==> src/rtl/dm_io_sequencer_pkg.sv <==
// Shared definitions for the DM I/O sequencer and the downstream DM selector:
// selector status encodings, sequencer FSM states and default widths.
package dm_io_sequencer_pkg;

  localparam int DATA_W_DEF = 16;
  localparam int ADDR_W_DEF = 16;

  // Selector mode, decoded by the DM selector to pick who owns the memory
  localparam logic [1:0] ST_LOAD = 2'b00;
  localparam logic [1:0] ST_CORE = 2'b01;
  localparam logic [1:0] ST_READ = 2'b10;

  typedef enum logic [2:0] {
    S_IDLE    = 3'd0,
    S_LOAD    = 3'd1,
    S_RUN     = 3'd2,
    S_RD_ADDR = 3'd3,
    S_RD_WAIT = 3'd4,
    S_FIN     = 3'd5
  } seq_state_t;

endpackage

==> src/rtl/dm_io_sequencer_addr.sv <==
// dm_addr_counter: word counter producing base+count (modulo 2^ADDR_W)
// and a flag marking the final word of a phase.
module dm_addr_counter #(
  parameter int ADDR_W = 16
) (
  input  logic              clk,
  input  logic              rst,
  input  logic              i_clear,
  input  logic              i_inc,
  input  logic [ADDR_W-1:0] i_base,
  input  logic [ADDR_W-1:0] i_len,
  output logic [ADDR_W-1:0] o_addr,
  output logic              o_last
);

  logic [ADDR_W-1:0] r_count;
  logic [ADDR_W-1:0] w_len_m1;

  always_ff @(posedge clk) begin
    if (rst) begin
      r_count <= '0;
    end else if (i_clear) begin
      r_count <= '0;
    end else if (i_inc) begin
      r_count <= r_count + {{(ADDR_W-1){1'b0}}, 1'b1};
    end
  end

  assign w_len_m1 = i_len - {{(ADDR_W-1){1'b0}}, 1'b1};
  assign o_addr   = i_base + r_count;
  assign o_last   = (r_count == w_len_m1);

endmodule

==> src/rtl/dm_io_sequencer.sv <==
// DM I/O sequencer: loads host words into data memory, hands the memory to the
// cores, then streams a region back out. Optional load checksum: DM_IO_SEQUENCER_CHECKSUM_EN.
//
// state     | meaning
// ----------+-----------------------------------------------
// S_IDLE    | waiting for start, cores own DM
// S_LOAD    | writing host words into DM
// S_RUN     | cores own DM, waiting for core_done
// S_RD_ADDR | readback address presented to DM
// S_RD_WAIT | readback word offered on out_data
// S_FIN     | one-cycle done pulse
module dm_io_sequencer
  import dm_io_sequencer_pkg::*;
#(
  parameter int DATA_W = DATA_W_DEF,
  parameter int ADDR_W = ADDR_W_DEF
) (
  input  logic              clk,
  input  logic              rst,
  input  logic              start,
  input  logic [ADDR_W-1:0] load_base,
  input  logic [ADDR_W-1:0] load_len,
  input  logic [ADDR_W-1:0] store_base,
  input  logic [ADDR_W-1:0] store_len,
  input  logic [DATA_W-1:0] in_data,
  input  logic              in_valid,
  output logic              in_ready,
  input  logic              core_done,
  input  logic [DATA_W-1:0] com_data_out,
  output logic [1:0]        status,
  output logic [ADDR_W-1:0] com_addr,
  output logic [DATA_W-1:0] com_data_in,
  output logic              com_wr_en,
  output logic [DATA_W-1:0] out_data,
  output logic              out_valid,
  input  logic              out_ready,
  output logic              busy,
  output logic              done
`ifdef DM_IO_SEQUENCER_CHECKSUM_EN
  ,
  output logic [DATA_W-1:0] load_sum
`endif
);

  seq_state_t r_state;
  seq_state_t w_next_state;

  logic [ADDR_W-1:0] r_load_base;
  logic [ADDR_W-1:0] r_load_len;
  logic [ADDR_W-1:0] r_store_base;
  logic [ADDR_W-1:0] r_store_len;
  logic [DATA_W-1:0] r_out_data;
  logic              r_first_rd;

  logic              w_start_acc;
  logic              w_wr;
  logic              w_cnt_clear;
  logic              w_cnt_inc;
  logic [ADDR_W-1:0] w_cnt_base;
  logic [ADDR_W-1:0] w_cnt_len;
  logic [ADDR_W-1:0] w_cnt_addr;
  logic              w_cnt_last;

  // Write strobe is gated by rst so a reset edge never commits a stray word
  assign w_wr = (r_state == S_LOAD) && in_valid && !rst;

  assign w_cnt_base = (r_state == S_LOAD) ? r_load_base : r_store_base;
  assign w_cnt_len  = (r_state == S_LOAD) ? r_load_len  : r_store_len;

  dm_addr_counter #(
    .ADDR_W (ADDR_W)
  ) u_addr_cnt (
    .clk     (clk),
    .rst     (rst),
    .i_clear (w_cnt_clear),
    .i_inc   (w_cnt_inc),
    .i_base  (w_cnt_base),
    .i_len   (w_cnt_len),
    .o_addr  (w_cnt_addr),
    .o_last  (w_cnt_last)
  );

  always_ff @(posedge clk) begin
    if (rst) begin
      r_state      <= S_IDLE;
      r_load_base  <= '0;
      r_load_len   <= '0;
      r_store_base <= '0;
      r_store_len  <= '0;
      r_out_data   <= '0;
      r_first_rd   <= 1'b0;
    end else begin
      r_state    <= w_next_state;
      r_first_rd <= (r_state == S_RD_ADDR);
      if (w_start_acc) begin
        r_load_base  <= load_base;
        r_load_len   <= load_len;
        r_store_base <= store_base;
        r_store_len  <= store_len;
      end
      if (r_first_rd) begin
        r_out_data <= com_data_out;
      end
    end
  end

  always_comb begin
    w_next_state = r_state;
    w_start_acc  = 1'b0;
    w_cnt_clear  = 1'b0;
    w_cnt_inc    = 1'b0;
    case (r_state)
      S_IDLE: begin
        if (start) begin
          w_start_acc  = 1'b1;
          w_cnt_clear  = 1'b1;
          w_next_state = (load_len != '0) ? S_LOAD : S_RUN;
        end
      end
      S_LOAD: begin
        if (w_wr) begin
          if (w_cnt_last) begin
            w_cnt_clear  = 1'b1;
            w_next_state = S_RUN;
          end else begin
            w_cnt_inc = 1'b1;
          end
        end
      end
      S_RUN: begin
        if (core_done) begin
          w_next_state = (r_store_len != '0) ? S_RD_ADDR : S_FIN;
        end
      end
      S_RD_ADDR: begin
        w_next_state = S_RD_WAIT;
      end
      S_RD_WAIT: begin
        if (out_ready) begin
          if (w_cnt_last) begin
            w_cnt_clear  = 1'b1;
            w_next_state = S_FIN;
          end else begin
            w_cnt_inc    = 1'b1;
            w_next_state = S_RD_ADDR;
          end
        end
      end
      S_FIN: begin
        w_next_state = S_IDLE;
      end
      default: begin
        w_next_state = S_IDLE;
      end
    endcase
  end

  // Read address stays on the bus through RD_WAIT so the DM output holds too
  always_comb begin
    status      = ST_CORE;
    in_ready    = 1'b0;
    com_addr    = '0;
    com_data_in = '0;
    com_wr_en   = 1'b0;
    out_valid   = 1'b0;
    case (r_state)
      S_LOAD: begin
        status    = ST_LOAD;
        in_ready  = 1'b1;
        com_wr_en = w_wr;
        if (w_wr) begin
          com_addr    = w_cnt_addr;
          com_data_in = in_data;
        end
      end
      S_RD_ADDR: begin
        status   = ST_READ;
        com_addr = w_cnt_addr;
      end
      S_RD_WAIT: begin
        status    = ST_READ;
        com_addr  = w_cnt_addr;
        out_valid = 1'b1;
      end
      default: begin
        status = ST_CORE;
      end
    endcase
  end

  // First RD_WAIT cycle forwards the DM word directly, keeping 2 cycles/word
  assign out_data = r_first_rd ? com_data_out : r_out_data;
  assign busy     = (r_state != S_IDLE);
  assign done     = (r_state == S_FIN);

`ifdef DM_IO_SEQUENCER_CHECKSUM_EN
  logic [DATA_W-1:0] r_load_sum;

  always_ff @(posedge clk) begin
    if (rst) begin
      r_load_sum <= '0;
    end else if (w_start_acc) begin
      r_load_sum <= '0;
    end else if (w_wr) begin
      r_load_sum <= r_load_sum + in_data;
    end
  end

  assign load_sum = r_load_sum;
`endif

endmodule

==> config.mk <==
export PLATFORM = sky130hd
export DESIGN_NAME = dm_io_sequencer
export DESIGN_NICKNAME = d
export VERILOG_FILES = /design/src/rtl/dm_io_sequencer_pkg.sv /design/src/rtl/dm_io_sequencer_addr.sv /design/src/rtl/dm_io_sequencer.sv
export SDC_FILE = /design/constraint.sdc
export NUM_CORES = 1
export LEC_CHECK = 0
export BUFFER_PORTS_ARGS = -buffer_cell sky130_fd_sc_hd__buf_2
export CAP_MARGIN = 20
export CORE_MARGIN = 4
export CORE_UTILIZATION = 35
export CTS_BUF_LIST = sky130_fd_sc_hd__clkbuf_8
export DETAILED_ROUTE_END_ITERATION = 8
export PLACE_DENSITY = 0.65
export RECOVER_POWER = 100
export SYNTH_ARGS = -nofsm -noshare
export SYNTH_HDL_FRONTEND = slang
export SYNTH_HIERARCHICAL = 1
export SYNTH_SLANG_ARGS = --single-unit
==> constraint.sdc <==
create_clock -name clk -period 4.6 [get_ports clk]
set_input_delay 0 -clock clk [delete_from_list [all_inputs] [get_ports clk]]
set_output_delay 0 -clock clk [all_outputs]
set_load 0.1 [all_outputs]
==> metrics.md, run 1 <==
| Metric | Value |
|---|---|
| Number of warning messages in the yosys log | `6` |
| Proportion of synthesized flip-flops having asynchronous set or reset | `0%` |
| Die width | `136 um` |
| Leakage power summed over all cells | `between 3 and 4 nW` |
| Transition time at the pin with the least slew margin | `approximately 1.6 ns` |
| Number of inserted diodes | `0` |
| Number of flops mapped to enable cells by yosys | `0` |
| Peak ir drop on the vdd network | `around 240 uV` |
| CP Launch Type | `flip-flop` |
| Setup tns final | `0 ns` |
| Global-route total usage across every layer | `between 15 and 20%` |
| Min-Delay Path Depth | `5` |
| Global-route wire length before repair | `about 27000 um` |
| Antenna violations before repair | `0` |
| Post-layout util | `48.6%` |
| WHS Endpoint | `r_state[0]` |
| Critical path origin | `r_state[1]` |
| Critical path capture point type | `flip-flop` |
| DRC violations left | `0` |
| Relative contribution of combinational cells to total power | `34.5%` |
| Post-synthesis sequential area ratio | `a little over a third` |
| Power Internal | `1.56 mW` |
| Die Ht | `between 100 and 150 um` |
| TritonRoute pass-1 iters | `4` |
| Maximum achievable frequency | `0.233 GHz` |
| Clock Root Buffer | `sky130_fd_sc_hd__clkbuf_8` |
| DIE AREA | `18400 um^2` |
| Count of unique library cells instantiated by Yosys | `56` |
| Biggest cell delay along the critical path | `0.60 ns` |
| Flops & latches, synth | `100` |
| Final global-route overflow total | `0` |
| Critical path arrival | `4.61 ns` |
| Number of rows created at floorplan | `between 40 and 50` |
| Post-synthesis net count | `825` |
| Non-Filler Cell Area, Final | `7710 um^2` |
| RSZ-0062 raised after global routing | `no` |
| Worst R2R Setup Slack | `0.30 ns` |
| Type of the worst setup path | `flip-flop to flip-flop` |
| Effective utilization at floorplan | `35.8%` |
| Wirelength, routed | `16100 um` |
| Sw power | `856 uW` |
| Filler cells | `1602` |
| Violated checks | `max-capacitance violations, max-slew violations` |
| Worst-skew pair later-pin latency | `0.38 ns` |
| Number of buffer and inverter instances along the worst setup path | `2` |
| Final count of hold timing violations | `0` |
| # IOs | `157` |
| Number of pins with negative max-slew slack in the final report | `55` |
| Max Cap Violations | `2` |
| TritonCTS clock tree | `done` |
| Run status | `complete, but fails checks` |
| Sink count of the clock tree | `100` |
| Cell area after synthesis | `about 5700 um^2` |
| Clock edge transition at the registers on the reported setup and hold paths | `0.10 ns` |
| Required time reported for the critical path endpoint | `4.91 ns` |
| Via count | `5544` |
| Post-DR vias/cell | `4.83` |
| CTS H-tree depth | `3` |
| Average wire per cell in the routed design | `approximately 14 um` |
| Fraction of final layout cells sized beyond drive strength 1 | `about a fifth` |
| Launch point of the worst reg-to-reg path | `r_state[1]` |
| Starting DRC count in detailed routing | `309` |
| Post-synthesis to final-layout area growth | `35.5%` |
| Antenna-violating nets left | `0` |
| Reg2reg path depth | `17` |
| Clock power frac | `between 20 and 30%` |
| Fin nets | `1049` |
| Final-layout worst hold slack | `0.190 ns` |
| Top_reg_cell synth | `sky130_fd_sc_hd__dfxtp_1` |
| Number of buffer cells added on primary ports | `156` |
| Final setup viols | `0` |
| Clock period minus final worst setup slack | `4.30 ns` |
| Class of the worst hold path | `primary input to flip-flop` |
| Maximum clock insertion buffer count | `2` |
| Power per cell area | `roughly 310 nW/um^2` |
| Max-slew headroom | `-8.52%` |
| Inserted Clock Buffers | `9` |
| Maximum clock skew at final layout | `0.0125 ns` |
| Mean instance size in the synthesized netlist | `around 8.1 um^2` |
| Crit-path leading delay family | `simple AND/OR/NAND/NOR gates` |
| Gp weighted congestion | `0.882` |
| Max FO, Critical Path | `9` |
| Total cell area at the placement stage | `6740 um^2` |
| Estimated wirelength of the detail-placed design | `11300 um` |
| Pre-CTS setup slack | `0.178 ns` |
| Hold wc startpoint | `in_valid` |
| Pin count of the biggest net entering global routing | `88` |
| Reg-to-reg critical path endpoint | `u_addr_cnt/r_count[15]` |
| Core region area | `approximately 16000 um^2` |
| Cells traversed along the worst timing path | `nor3b_4, buf_12, mux2_2, or4_1, or3_2, a21oi_1, a311oi_1, a41oi_1, nor4_1, clkbuf_1, nor2_1, nand4_1, nor2_1, and2_1, nand2b_1, or3_1, a21oi_1` |
| Gate count of the mapped netlist | `705` |
| Post-route fraction of the period consumed by the critical path | `about 93%` |
| Net Sw Frac | `35.5%` |
| Share of total power in sequential cells | `39.9%` |
| Final setup margin | `0.300 ns` |
| Via count of the first global-routing pass | `5526` |
| Cell type of the slowest stage on the worst timing path | `sky130_fd_sc_hd__or4_1` |
==> power by group through the flow <==
stage / clock network [mW] / logic, mW / registers, mW
finish: 0.618 / 0.833 / 0.962
global route: 0.669 / 0.914 / 0.969
CTS: 0.641 / 0.832 / 0.961
detailed placement: 0 / 0.775 / 0.981
global placement: 0 / 0.768 / 0.980
floorplan: 0 / 0.610 / 0.967
==> cell usage after synthesis (3+ instances only) <==
master                     instances  area [um^2]
sky130_fd_sc_hd__dfxtp_1         100         2000
sky130_fd_sc_hd__xnor2_1          22          193
sky130_fd_sc_hd__nor4_1           11         68.8
sky130_fd_sc_hd__nand3_1           3         15.0
sky130_fd_sc_hd__a21oi_1          84          420
sky130_fd_sc_hd__a211oi_1          5         37.5
sky130_fd_sc_hd__a41oi_1           3         26.3
sky130_fd_sc_hd__and2_1           35          219
sky130_fd_sc_hd__o21ai_0          14         70.1
sky130_fd_sc_hd__or2_2             3         18.8
sky130_fd_sc_hd__buf_2            16         80.1
sky130_fd_sc_hd__and3_1            4         25.0
sky130_fd_sc_hd__xor2_1           21          184
sky130_fd_sc_hd__nand2_1         148          556
sky130_fd_sc_hd__nand2b_1          6         37.5
sky130_fd_sc_hd__o21a_1            3         22.5
sky130_fd_sc_hd__nor3_1           12         60.1
sky130_fd_sc_hd__nor2_1           37          139
sky130_fd_sc_hd__clkbuf_1         20         75.1
sky130_fd_sc_hd__mux2_2           48          541
sky130_fd_sc_hd__ha_1             17          213
sky130_fd_sc_hd__a21o_1            6         45.0
sky130_fd_sc_hd__nand4_1           8         50.1
sky130_fd_sc_hd__inv_1            13         48.8
sky130_fd_sc_hd__nor3b_1           4         30.0
sky130_fd_sc_hd__nor2b_1          20          125
sky130_fd_sc_hd__or3_1             5         31.3
==> what timing repair did <==
item / 4_1_cts / 5_1_grt
gates resized for setup: 0 / 1
hold endpoints to repair: 82 / 0
endpoints found under the setup margin: 0 / 5
setup buffers: 0 / 1
hold buffers: 82 / 0
==> stage by stage <==
| stage | cells | total power, mW |
|---|---|---|
| 3_3_place_gp | 1050 | 1.75 |
| 6_report | 1149 | 2.41 |
| 3_5_place_dp | 1050 | 1.76 |
| 4_1_cts | 1147 | 2.43 |
| 2_1_floorplan | 705 | 1.58 |
| 5_1_grt | 1149 | 2.55 |
==> sequential cells by signal (all words and copies together) (netlist names) <==
register	flops
r_state	3
u_addr_cnt/r_count	16
r_store_base	16
r_first_rd	1
r_store_len	16
r_load_len	16
r_load_base	16
r_out_data	16
==> routing by layer <==
metal	track usage (%)	vias up	share of wire, %
met4	4.37	0	1.3
li1	-	2866	-
met5	0	-	0
met3	3.49	20	4.1
met1	23.0	2534	48
met2	30.3	124	47
==> area by class of cell <==
class | count | area, um^2 | area share (%)
clock buffer | 9 | 124 | 1.61
clock inverter | 6 | 88.8 | 1.15
inverter | 13 | 48.8 | 0.633
multi-input combinational | 554 | 3470 | 44.9
sequential | 100 | 2000 | 25.9
tap | 216 | 270 | 3.50
timing repair buffer | 251 | 1720 | 22.2
==> worst register-to-register path: stages, from the launching register on <==
cell	delay (ns)
sky130_fd_sc_hd__dfxtp_1	0.34
sky130_fd_sc_hd__nor3b_4	0.28
sky130_fd_sc_hd__buf_12	0.16
sky130_fd_sc_hd__mux2_2	0.38
sky130_fd_sc_hd__or4_1	0.60
sky130_fd_sc_hd__or3_2	0.44
sky130_fd_sc_hd__a21oi_1	0.15
sky130_fd_sc_hd__a311oi_1	0.06
sky130_fd_sc_hd__a41oi_1	0.20
sky130_fd_sc_hd__nor4_1	0.08
sky130_fd_sc_hd__clkbuf_1	0.15
sky130_fd_sc_hd__nor2_1	0.23
sky130_fd_sc_hd__nand4_1	0.17
sky130_fd_sc_hd__nor2_1	0.17
sky130_fd_sc_hd__and2_1	0.19
sky130_fd_sc_hd__nand2b_1	0.13
sky130_fd_sc_hd__or3_1	0.37
sky130_fd_sc_hd__a21oi_1	0.14
==> kinds of logic after synthesis <==
group           count (synthesis)  synth area share [%]
fa+ha+maj                      18                  4.09
buf+inv                        51                  3.85
flops                         100                  35.2
compound gates                136                  14.2
xor+xnor                       43                  6.62
simple gates                  308                  26.4
mux                            49                  9.67
==> worst max-delay path by stage <==
| stage | endpoint | slack [ns] | depth (start not counted) |
|---|---|---|---|
| after floorplan | u_addr_cnt/r_count[0] | 0.14 | 15 |
| after global placement | u_addr_cnt/r_count[15] | 0.34 | 16 |
| after detailed placement | u_addr_cnt/r_count[15] | 0.18 | 16 |
| after CTS | com_addr[13] | 0.12 | 12 |
| after global routing | u_addr_cnt/r_count[15] | 0.04 | 17 |
| final | u_addr_cnt/r_count[15] | 0.30 | 17 |
==> placed cells by master (no fill, tap or decap), types with 3 or more instances in the layout <==
cell type / count
sky130_fd_sc_hd__a211oi_1: 5
sky130_fd_sc_hd__a21o_1: 6
sky130_fd_sc_hd__a21oi_1: 84
sky130_fd_sc_hd__a41oi_1: 3
sky130_fd_sc_hd__and2_0: 4
sky130_fd_sc_hd__and2_1: 31
sky130_fd_sc_hd__and3_1: 4
sky130_fd_sc_hd__buf_12: 5
sky130_fd_sc_hd__buf_2: 103
sky130_fd_sc_hd__buf_4: 10
sky130_fd_sc_hd__clkbuf_1: 41
sky130_fd_sc_hd__clkbuf_2: 10
sky130_fd_sc_hd__clkbuf_8: 9
sky130_fd_sc_hd__dfxtp_1: 100
sky130_fd_sc_hd__dlygate4sd3_1: 82
sky130_fd_sc_hd__ha_1: 17
sky130_fd_sc_hd__inv_1: 14
sky130_fd_sc_hd__mux2_1: 6
sky130_fd_sc_hd__mux2_2: 42
sky130_fd_sc_hd__nand2_1: 147
sky130_fd_sc_hd__nand2b_1: 6
sky130_fd_sc_hd__nand3_1: 3
sky130_fd_sc_hd__nand4_1: 8
sky130_fd_sc_hd__nor2_1: 37
sky130_fd_sc_hd__nor2b_1: 20
sky130_fd_sc_hd__nor3_1: 11
sky130_fd_sc_hd__nor3b_1: 4
sky130_fd_sc_hd__nor4_1: 12
sky130_fd_sc_hd__o21a_1: 3
sky130_fd_sc_hd__o21ai_0: 14
sky130_fd_sc_hd__or3_1: 5
sky130_fd_sc_hd__xnor2_1: 22
sky130_fd_sc_hd__xor2_1: 21
No activity file was read; power rests on OpenSTA's default activity.
==> run 2: changes to the inputs <==
CELL_PAD_IN_SITES_DETAIL_PLACEMENT = 0   (was default)
CELL_PAD_IN_SITES_GLOBAL_PLACEMENT = 1   (was default)
PLACE_DENSITY = 0.83   (was 0.65)
RECOVER_POWER = 25   (was 100)
==> metrics.md, run 2 (same netlist as run 1, synthesis figures left out) <==
| Metric | Value |
|---|---|
| Critical path origin | `r_state[1] (unchanged)` |
| Final setup viols | `0 (unchanged)` |
| Post-route fraction of the period consumed by the critical path | `93.2% (was 93.5%)` |
| Footprint of the flip-flops and latches | `2000 um^2 (unchanged)` |
| Critical path capture point type | `flip-flop (unchanged)` |
| Setup tns final | `0 ns (unchanged)` |
| Max Cap Violations | `1 (was 2)` |
| Average wire per cell in the routed design | `13.8 um (was 14.0 um)` |
| Multi-input gate area | `3480 um^2 (was 3470 um^2)` |
| Number of rows created at floorplan | `46 (unchanged)` |
| Peak ir drop on the vdd network | `170 uV (was 238 uV)` |
| Launch point of the worst reg-to-reg path | `r_state[1] (unchanged)` |
| Number of inserted diodes | `0 (unchanged)` |
| Max FO, Critical Path | `11 (was 9)` |
| Antenna-violating nets left | `0 (unchanged)` |
| Antenna violations before repair | `0 (unchanged)` |
| Max-slew headroom | `-86.6% (was -8.52%)` |
| Reg2reg path depth | `16 (was 17)` |
| Fraction of final layout cells sized beyond drive strength 1 | `25.5% (was 20.8%)` |
| Transition time at the pin with the least slew margin | `2.80 ns (was 1.63 ns)` |
| Hold wc startpoint | `in_valid (unchanged)` |
| Wirelength, routed | `15800 um (was 16100 um)` |
| Die width | `136 um (unchanged)` |
| Clock period minus final worst setup slack | `4.29 ns (was 4.30 ns)` |
| Effective utilization at floorplan | `35.8% (unchanged)` |
| RSZ-0062 raised after global routing | `no (unchanged)` |
| Worst-skew pair later-pin latency | `0.38 ns (about the same)` |
| Fin nets | `1047 (was 1049)` |
| Pre-CTS setup slack | `0.180 ns (was 0.178 ns)` |
| Total cell area at the placement stage | `6700 um^2 (was 6740 um^2)` |
| Starting DRC count in detailed routing | `276 (was 309)` |
| Required time reported for the critical path endpoint | `4.91 ns (about the same)` |
| Gates resized, CTS repair | `0 (unchanged)` |
| CTS H-tree depth | `3 (unchanged)` |
| Post-DR vias/cell | `4.79 (was 4.83)` |
| WHS Endpoint | `r_state[0] (unchanged)` |
| Final global-route overflow total | `0 (unchanged)` |
| Maximum clock skew at final layout | `0.0113 ns (was 0.0125 ns)` |
| Inserted Clock Buffers | `9 (unchanged)` |
| Final setup margin | `0.315 ns (was 0.300 ns)` |
| TritonCTS clock tree | `done (unchanged)` |
| Core region area | `15900 um^2 (unchanged)` |
| Run status | `complete, but fails checks (unchanged)` |
| Clock edge transition at the registers on the reported setup and hold paths | `0.10 ns (about the same)` |
| Min-Delay Path Depth | `5 (unchanged)` |
| Leakage power summed over all cells | `3.43 nW (was 3.29 nW)` |
| Global-route wire length before repair | `25400 um (was 26600 um)` |
| Pin count of the biggest net entering global routing | `88 (unchanged)` |
| Maximum clock insertion buffer count | `2 (unchanged)` |
| Gp weighted congestion | `0.893 (was 0.882)` |
| Clock Root Buffer | `sky130_fd_sc_hd__clkbuf_8 (unchanged)` |
| Non-Filler Cell Area, Final | `7730 um^2 (was 7710 um^2)` |
| Power per cell area | `308 nW/um^2 (was 313 nW/um^2)` |
| Number of pins with negative max-slew slack in the final report | `65 (was 55)` |
| CP Launch Type | `flip-flop (unchanged)` |
| Type of the worst setup path | `flip-flop to flip-flop (unchanged)` |
| Filler cells | `1562 (was 1602)` |
| Post-layout util | `48.7% (was 48.6%)` |
| Estimated wirelength of the detail-placed design | `11300 um (about the same)` |
| # IOs | `157 (unchanged)` |
| Critical path arrival | `4.60 ns (was 4.61 ns)` |
| Final count of hold timing violations | `0 (unchanged)` |
| Reg-to-reg critical path endpoint | `u_addr_cnt/r_count[15] (unchanged)` |
| DRC violations left | `0 (unchanged)` |
| Violated checks | `max-capacitance violations, max-slew violations (unchanged)` |
| DIE AREA | `18400 um^2 (unchanged)` |
| Via count | `5502 (was 5544)` |
| TritonRoute pass-1 iters | `5 (was 4)` |
| Global-route total usage across every layer | `16.9% (was 17.7%)` |
| Class of the worst hold path | `primary input to flip-flop (unchanged)` |
| Count of placed standard cells in the final layout, fillers left out | `1148 (was 1149)` |
| Most frequent cells in the layout | `sky130_fd_sc_hd__buf_2 (149), sky130_fd_sc_hd__nand2_1 (147), sky130_fd_sc_hd__dfxtp_1 (100) (was sky130_fd_sc_hd__nand2_1 (147), sky130_fd_sc_hd__buf_2 (103), sky130_fd_sc_hd__dfxtp_1 (100))` |
| Maximum achievable frequency | `0.233 GHz (about the same)` |
| Via count of the first global-routing pass | `5096 (was 5526)` |
| Die Ht | `136 um (unchanged)` |
| Post-synthesis to final-layout area growth | `35.9% (was 35.5%)` |
| Commonest non-fill, non-tap cell in the layout | `sky130_fd_sc_hd__buf_2 (was sky130_fd_sc_hd__nand2_1)` |
| Sink count of the clock tree | `100 (unchanged)` |
| Placed cell count | `1049 (was 1050)` |
| Number of buffer cells added on primary ports | `156 (unchanged)` |
| Worst R2R Setup Slack | `0.31 ns (was 0.30 ns)` |
[run 2: cell types whose count changed in the layout (fill, tap and decap cells not counted), sizes merged]
cell and change:
clkbuf -44, buf +42, clkinvlp +2, bufinv -1
[run 2: final cells by class]
class | count | share of cell area [%]
multi-input combinational | 554 | 45.0
inverter | 13 | 0.631
clock inverter | 7 | 1.08
sequential | 100 | 25.9
tap | 216 | 3.49
timing repair buffer | 249 | 22.3
clock buffer | 9 | 1.60
[run 2: what timing repair did]
action / 4_1_cts / 5_1_grt
hold buffers: 82 / 0
endpoints found under the setup margin: 0 / 6
endpoints found under the hold margin: 82 / 0
buffers inserted: 0 / 1
[run 2: how the worst max path moves through the flow]
stage / cells after the start / endpoint / slack, ns
after CTS: 12 / com_addr[13] / 0.13
after detailed placement: 15 / u_addr_cnt/r_count[15] / 0.18
after floorplan: 15 / u_addr_cnt/r_count[0] / 0.14
final: 16 / u_addr_cnt/r_count[15] / 0.31
after global routing: 16 / u_addr_cnt/r_count[15] / 0.04
after global placement: 15 / u_addr_cnt/r_count[15] / 0.29
[run 2: worst max-delay path, stage by stage (launching register included)]
cell                       delay (ns)
sky130_fd_sc_hd__dfxtp_1         0.35
sky130_fd_sc_hd__nor3b_4         0.24
sky130_fd_sc_hd__buf_12          0.16
sky130_fd_sc_hd__mux2_2          0.37
sky130_fd_sc_hd__or4_1           0.60
sky130_fd_sc_hd__or3_2           0.43
sky130_fd_sc_hd__a21oi_1         0.15
sky130_fd_sc_hd__a311oi_1        0.06
sky130_fd_sc_hd__a41oi_1         0.25
sky130_fd_sc_hd__nor4_2          0.10
sky130_fd_sc_hd__nor2_1          0.32
sky130_fd_sc_hd__nand4_1         0.20
sky130_fd_sc_hd__nor2_1          0.18
sky130_fd_sc_hd__and2_1          0.19
sky130_fd_sc_hd__nand2b_1        0.13
sky130_fd_sc_hd__or3_1           0.36
sky130_fd_sc_hd__a21oi_1         0.14
[run 2: metal layers]
layer  vias up  wire (um)  part of all wire, %  GRT usage [%]
met1      2492       7660                   48           23.0
met4         0        278                  1.8           5.10
met2       121       7260                   46           27.5
met3        24        627                  4.0           2.90
met5         -          0                    0              0
li1       2865          -                    -              -
[run 2: per-stage QoR]
stage               hold WS [ns]  total power, mW
floorplan                  0.136             1.58
global placement           0.246             1.75
finish                     0.254             2.38
detailed placement         0.247             1.76
global route               0.282             2.53
CTS                        0.242             2.41
[run 2: report_power, final]
part / leakage [nW] / internal [mW] / switching [mW] / total (mW)
logic: 2.52 / 0.332 / 0.501 / 0.833
registers: 0.815 / 0.924 / 0.0368 / 0.961
clock network: 0.0955 / 0.260 / 0.331 / 0.591
total: 3.43 / 1.52 / 0.869 / 2.38
